==> config.mk <==
export PLATFORM = sky130hd
export DESIGN_NAME = vldp_stream_ctrl
export DESIGN_NICKNAME = d
export VERILOG_FILES = /design/src/rtl/vldp_stream_ctrl.sv
export SDC_FILE = /design/constraint.sdc
export NUM_CORES = 1
export LEC_CHECK = 0
export CAP_MARGIN = 20
export CORE_ASPECT_RATIO = 0.8
export CORE_MARGIN = 1.5
export CORE_UTILIZATION = 40
export DETAILED_ROUTE_END_ITERATION = 12
export SLEW_MARGIN = 20
export SYNTH_ARGS = -nofsm -noshare
export SYNTH_HDL_FRONTEND = slang
export SYNTH_SLANG_ARGS = --single-unit
export TNS_END_PERCENT = 1
==> constraint.sdc <==
create_clock -name sys_clk -period 6.4 [get_ports sys_clk]
set_input_delay 0.64 -clock sys_clk [delete_from_list [all_inputs] [get_ports sys_clk]]
set_output_delay 0.64 -clock sys_clk [all_outputs]
set_load 0.05 [all_outputs]
==> src/rtl/vldp_stream_ctrl.sv <==
// rtl/vldp_stream_ctrl.sv - decoder stream controller: reset sequencing, play/pause/stop FSM, word packer
module vldp_stream_ctrl #(
    parameter int IN_W       = 8,
    parameter int OUT_W      = 64,
    parameter int RST_CYCLES = 16,
    parameter int CNT_W      = 32
) (
    input  logic             sys_clk,
    input  logic             rst,
    input  logic             host_rst_req,
    input  logic             cmd_valid,
    input  logic [1:0]       cmd,
    input  logic             in_valid,
    output logic             in_ready,
    input  logic [IN_W-1:0]  in_data,
    output logic             out_valid,
    input  logic             out_ready,
    output logic [OUT_W-1:0] out_data,
    output logic             dec_rst_n,
    output logic [1:0]       state,
    output logic [CNT_W-1:0] stream_dat_count
);

    localparam int K    = OUT_W / IN_W;
    localparam int WC_W = (K > 2) ? $clog2(K) : 1;
    localparam int RC_W = (RST_CYCLES > 1) ? $clog2(RST_CYCLES) : 1;
    localparam logic [WC_W-1:0] LAST_WORD = WC_W'(K - 1);
    localparam logic [RC_W-1:0] RC_LAST   = RC_W'(RST_CYCLES - 1);

    localparam logic [1:0] CMD_PLAY  = 2'b01;
    localparam logic [1:0] CMD_PAUSE = 2'b10;
    localparam logic [1:0] CMD_STOP  = 2'b11;

    typedef enum logic [1:0] {
        S_IDLE      = 2'd0,
        S_RESETTING = 2'd1,
        S_PLAY      = 2'd2,
        S_PAUSE     = 2'd3
    } state_t;

    state_t                 state_q, state_d;
    logic [RC_W-1:0]        rc_q, rc_d;
    logic                   host_rst_q;
    logic                   rst_edge;
    logic                   clear_all;
    logic                   accept;
    logic [WC_W-1:0]        wcnt_q;
    logic [OUT_W-IN_W-1:0]  acc_q;
    logic [OUT_W-1:0]       packed_word;

    assign rst_edge    = host_rst_req && !host_rst_q;
    assign state       = state_q;
    assign dec_rst_n   = (state_q != S_RESETTING);
    assign packed_word = {acc_q, in_data};

    // The last slot may only fill if the output register is free or draining this cycle.
    assign in_ready = (state_q == S_PLAY) &&
                      ((wcnt_q != LAST_WORD) || !out_valid || out_ready);
    assign accept   = in_valid && in_ready;

    always_ff @(posedge sys_clk) begin
        if (!rst) begin
            state_q    <= S_IDLE;
            rc_q       <= '0;
            host_rst_q <= 1'b0;
        end else begin
            state_q    <= state_d;
            rc_q       <= rc_d;
            host_rst_q <= host_rst_req;
        end
    end

    always_comb begin
        state_d   = state_q;
        rc_d      = rc_q;
        clear_all = 1'b0;
        if (rst_edge) begin
            state_d   = S_RESETTING;
            rc_d      = '0;
            clear_all = 1'b1;
        end else begin
            case (state_q)
                S_RESETTING: begin
                    if (rc_q == RC_LAST) state_d = S_IDLE;
                    else                 rc_d    = rc_q + RC_W'(1);
                end
                S_IDLE: begin
                    if (cmd_valid && cmd == CMD_PLAY) state_d = S_PLAY;
                end
                S_PLAY: begin
                    if (cmd_valid && cmd == CMD_PAUSE) begin
                        state_d = S_PAUSE;
                    end else if (cmd_valid && cmd == CMD_STOP) begin
                        state_d   = S_IDLE;
                        clear_all = 1'b1;
                    end
                end
                S_PAUSE: begin
                    if (cmd_valid && cmd == CMD_PLAY) begin
                        state_d = S_PLAY;
                    end else if (cmd_valid && cmd == CMD_STOP) begin
                        state_d   = S_IDLE;
                        clear_all = 1'b1;
                    end
                end
                default: state_d = S_IDLE;
            endcase
        end
    end

    // A word is shifted into the accumulator until the K-th arrives, which completes out_data.
    always_ff @(posedge sys_clk) begin
        if (!rst) begin
            wcnt_q           <= '0;
            acc_q            <= '0;
            out_valid        <= 1'b0;
            out_data         <= '0;
            stream_dat_count <= '0;
        end else if (clear_all) begin
            wcnt_q           <= '0;
            out_valid        <= 1'b0;
            stream_dat_count <= '0;
        end else begin
            if (out_valid && out_ready) out_valid <= 1'b0;
            if (accept) begin
                stream_dat_count <= stream_dat_count + CNT_W'(1);
                if (wcnt_q == LAST_WORD) begin
                    out_data  <= packed_word;
                    out_valid <= 1'b1;
                    wcnt_q    <= '0;
                end else begin
                    acc_q  <= packed_word[OUT_W-IN_W-1:0];
                    wcnt_q <= wcnt_q + WC_W'(1);
                end
            end
        end
    end

endmodule
**Word level (Yosys, flattened, before mapping)**

Cells that the tools add are included.

- Add/sub/neg operators: 3
- Multiply operators: 0
- Div/mod/pow operators: 0
- Magnitude comparators: 0
- Equality and inequality tests: 14
- Shifts and indexed selects: 0
- Mux-type cells: 16
- Bitwise operators: 4
- Reductions and logical operators: 19

Operators with widths:

| cell | count |
|---|---|
| 32-bit by 1-bit adder with 32-bit output (second input constant) | 1 |
| 2-bit two-way mux | 5 |
| 3-bit != test (second input constant) | 3 |
| 2-bit equality test (second input constant) | 4 |
| 1-bit two-way mux | 8 |
| 2-bit one-hot mux with 4 select lines | 1 |
| 1-bit logical AND | 7 |
| 2-bit AND reduction | 3 |
| 3-bit AND reduction | 2 |
| 4-bit by 1-bit adder with 4-bit output (second input constant) | 1 |
| 2-bit by 1-bit equality test with 1-bit output (second input constant) | 2 |
| 4-bit equality test (second input constant) | 1 |
| 2-bit != test (second input constant) | 2 |
| 1-bit NOT | 4 |
| 2-bit OR reduction | 2 |
| 3-bit by 1-bit adder with 3-bit output (second input constant) | 1 |
| 3-bit equality test (second input constant) | 1 |
| 3-bit two-way mux | 1 |
| 1-bit logical NOT | 2 |
| 2-bit logical NOT | 1 |
| 1-bit logical OR | 2 |
| 2-bit by 1-bit != test with 1-bit output (second input constant) | 1 |
| 1-bit one-hot mux with 2 select lines | 1 |

- Register bits: 163
- Latch bits: 0
- RAM bits: 0
- Memory bits (read-only): 0
- Output and inout bits: 101
- Word-level logic and storage cells: 65
- Memories: 0

**Longest topological paths before layout**

- Word-level depth: 8
- Mapped depth: 8

**Least setup slack after synthesis**

No wires, ideal clock.

- Path type: register -> output
- Start: register state_q[1] (netlist: state[1])
- End: output in_ready
- Data arrival time: 1,699 ps
- Path slack: 4,061 ps
- Cell stages (with the launch flop): 3
- Buffers on the path: 0
- Cell sequence: dfxtp_1 -> or2b_1 -> nor2_1

- Cells in the longest elaborated chain, start to end: 2

Ends and longest elaborated chain:

| element | line | RTL |
|---|---|---|
| from (decl) | 41 | `state_t state_q, state_d;` |
| from (signal assigned) | 67 | `state_q <= state_d;` |
| 2-bit equality test | 57 | `assign in_ready = (state_q == S_PLAY) &&` |
| 1-bit logical AND | 57 |  |
| to (decl) | 14 | `output logic in_ready,` |

No other way between the ends.

**Worst setup path in the final report**

- Start: register wcnt_q[0]
- End: output in_ready

- Cells in the longest elaborated chain, start to end: 4

Ends and longest elaborated chain:

| element | line | RTL |
|---|---|---|
| from (decl) | 47 | `logic [WC_W-1:0] wcnt_q;` |
| from (signal assigned) | 133 | `wcnt_q <= wcnt_q + WC_W'(1);` |
| 3-bit != test | 58 | `((wcnt_q != LAST_WORD) \|\| !out_valid \|\| out_ready);` |
| 1-bit logical OR (2 in a row) | 58 |  |
| 1-bit logical AND | 57 |  |

No other way between the ends.

==> impl_metrics.json <==
{
  "syn_area_um2": 6450,
  "coreArea_um2": 15700,
  "cp_data_arrival_time_ns": 2.48,
  "hold_ws_ns": 0.459,
  "cpMostUsedCell": "ha_1",
  "syn_nets": 814,
  "die_h_um": 117,
  "hold_viol": 0,
  "rsz0062_at_grt": "false",
  "worstHoldStart": "acc_q[52]",
  "wirelength_um": 17200,
  "critPathSlowestCell": "clkdlybuf4s50_1",
  "clockBufferDepth": 2,
  "htreeDepth": 4,
  "antennaDiodeCount": 0,
  "pwr-share-comb_pct": 3.3,
  "numClockSinks": 163,
  "p_clk_share_pct": 50.0,
  "max_slew_margin_pct": 31.9,
  "yosys.area.top_type": "dfxtp_1",
  "ant_nets": 0,
  "grt_pass1_vias": 5522,
  "netSwitchingFraction_pct": 20.8,
  "setup_viol": 0,
  "cpPeakStageDelay_ns": 0.82,
  "setup.worst_path.start_class": "flip-flop",
  "worstReg2RegEnd": "stream_dat_count[11]",
  "p_total_uw": 2180,
  "holdPathEnd": "acc_q[52]",
  "synth_top_area_share_pct": 50.6,
  "grt_first_pass_wirelength_um": 28200,
  "min_path_type": "reg2reg",
  "fin_crit_sh_pct": 48.8,
  "finClkSkew_ns": 0.00872,
  "ctsHoldBuffers": 0,
  "drt-initial-drc-count": 406,
  "cap_violations": 0,
  "grt_usage_pct": 20.8,
  "rows": 41,
  "io_buffers": 116,
  "syn_inst": 794,
  "path_cells": "ha_1 > ha_1 > and3b_1 > nor2_1 > clkdlybuf4s50_1",
  "cts_buffers": 17,
  "hold_depth": 2,
  "p_switching_uw": 455,
  "ys_seq_area_share_pct": 50.6,
  "irDropWorstVdd_mv": 0.195,
  "rrSetupSlack_ns": 3.57,
  "r2r-start": "wcnt_q[0]",
  "p_int_uw": 1730,
  "drive_gt1_share_pct": 4.86,
  "async_reset_ff_share_pct": 0,
  "cts_tree": "built",
  "grt_overflow": 0,
  "fin_tns_setup_ns": 0,
  "worstRegToRegCells": 6,
  "dp_hpwl_um": 10700,
  "antenna_found_initial": 0,
  "synth.distinct_cells": 40,
  "synthMostInstantiatedCell": "dfxtp_1",
  "p_per_area_nw_per_um2": 262,
  "crit_required_ns": 5.76,
  "yosysWarnings": 0,
  "critical_path_class": "reg2out",
  "p_leak_uw": 0.00260,
  "pin_count": 117,
  "dr.pass1.iters": 5,
  "ys_ff_latch": 163,
  "die_area_um2": 16900,
  "drc": 0,
  "layout_min_cycle_time_ns": 3.12,
  "synth_commonest_cells": "163 x dfxtp_1, 145 x a21oi_1, 140 x nand2_1",
  "drv_slew": 0,
  "p_seq_share_pct": 46.7,
  "fin_nets": 892,
  "vias_per_cell": 5.48,
  "wl_per_cell_um": 15.7,
  "clkTransAtPathRegs_ns": 0.06,
  "grt_max_degree": 66,
  "fmaxAchievable_mhz": 320,
  "status": "finished, final reports clean",
  "worstSkewPairLatency_ns": 0.42,
  "gp_congestion": 0.819,
  "initial_core_util_pct": 40.9,
  "cts_setup_buffers": 0,
  "synth_area_leaders": "dfxtp_1 51%, a21oi_1 11%, nand2_1 8.2%",
  "path_delay_family": "buffers and inverters",
  "cp_max_fo": 7,
  "synth_edf_count": 0,
  "cts_resized": 0,
  "routed-via-count": 6027,
  "areaGrowthSynthToFinish_pct": 29.5,
  "crit_buf_inv": 1,
  "die_x_um": 145,
  "crit_path_end_kind": "output pin",
  "worstMarginPinSlew_ns": 1.02,
  "ys.flop_type": "dfxtp_1",
  "crit_start": "wcnt_q[0]",
  "syn_area_per_cell_um2": 8.12,
  "cts_root_buf": "clkbuf_16"
}
worst min-delay path: cells and delay by family (launching register included):
| kind | cells | cell delay, ns |
|---|---|---|
| flip-flops | 1 | 0.31 |
| AO/OA/AOI/OAI | 1 | 0.05 |
| AND/OR/NAND/NOR | 1 | 0.05 |
layout make-up:
type | instances | area [µm²]
inverters | 4 | 16.3
repair buffers | 121 | 1200
fillers | 1534 | 7400
clock inverters | 8 | 149
flip-flops and latches | 163 | 3260
multi-input cells | 565 | 2970
clock buffers | 23 | 488
well taps | 215 | 269
registers in the layout, indices dropped and copies added, names as in the netlist:
register	flops
stream_dat_count	32
rc_q	4
out_data	64
state	2
out_valid	1
wcnt_q	3
acc_q	56
host_rst_q	1
cells in the final DEF, fill, tap and decap left out, types with 6 or more instances in the layout:
cell type,n
nand3_1,81
or3_1,8
clkdlybuf4s50_1,116
dfxtp_1,163
clkbuf_16,17
nand2b_1,7
and4_1,8
nand4_1,13
nor2_1,13
o31ai_1,11
a21oi_1,145
nand2_1,139
or4_1,11
nor4_1,6
o21ai_0,72
metrics by stage:
step	setup slack, ns	util (%)	std cells	area (µm²)
final	3.28	53.0	1099	8350
after global routing	3.17	53.0	1099	8350
after CTS	3.28	52.9	1099	8330
after detailed placement	3.09	48.9	1068	7690
after global placement	3.18	48.9	1068	7690
after floorplan	4.06	-	794	6450
worst max path at each step:
| stage | endpoint | slack (ns) | cells past startpoint |
|---|---|---|---|
| floorplan | in_ready | 4.06 | 2 |
| global placement | out_data[51] | 3.18 | 5 |
| detailed placement | out_data[60] | 3.09 | 5 |
| CTS | in_ready | 3.28 | 5 |
| global route | in_ready | 3.17 | 5 |
| finish | in_ready | 3.28 | 5 |
power groups by stage:
stage                     registers (µW)  logic (µW)  clock network, µW
after detailed placement            1040        72.1                  0
final                               1020        72.9               1090
after global routing                1020        79.3               1160
after CTS                           1020        72.4               1110
after floorplan                     1040        42.3                  0
after global placement              1040        71.0                  0
logic make-up (layout without fill, tap and decap cells):
kind of cell | count (synthesis) | count (layout) | synth area share, %
xor gates and xnor gates | 9 | 9 | 1.22
muxes | 5 | 5 | 0.776
DFF | 163 | 163 | 50.6
adders and majority gates | 4 | 4 | 0.776
AOI/OAI and AO/OA | 233 | 233 | 18.8
buffers and inverters | 66 | 156 | 4.02
and+or+nand+nor | 314 | 314 | 23.8
routing by layer:
layer	vias up	routed length [µm]	GRT usage, %	share of wire [%]
met5	-	0	0	0
met1	2907	8490	29.3	49
met2	151	7790	31.5	45
met3	6	857	5.63	5.0
met4	0	65	5.02	0.38
li1	2963	-	-	-
No activity file was read; power rests on OpenSTA's default activity.
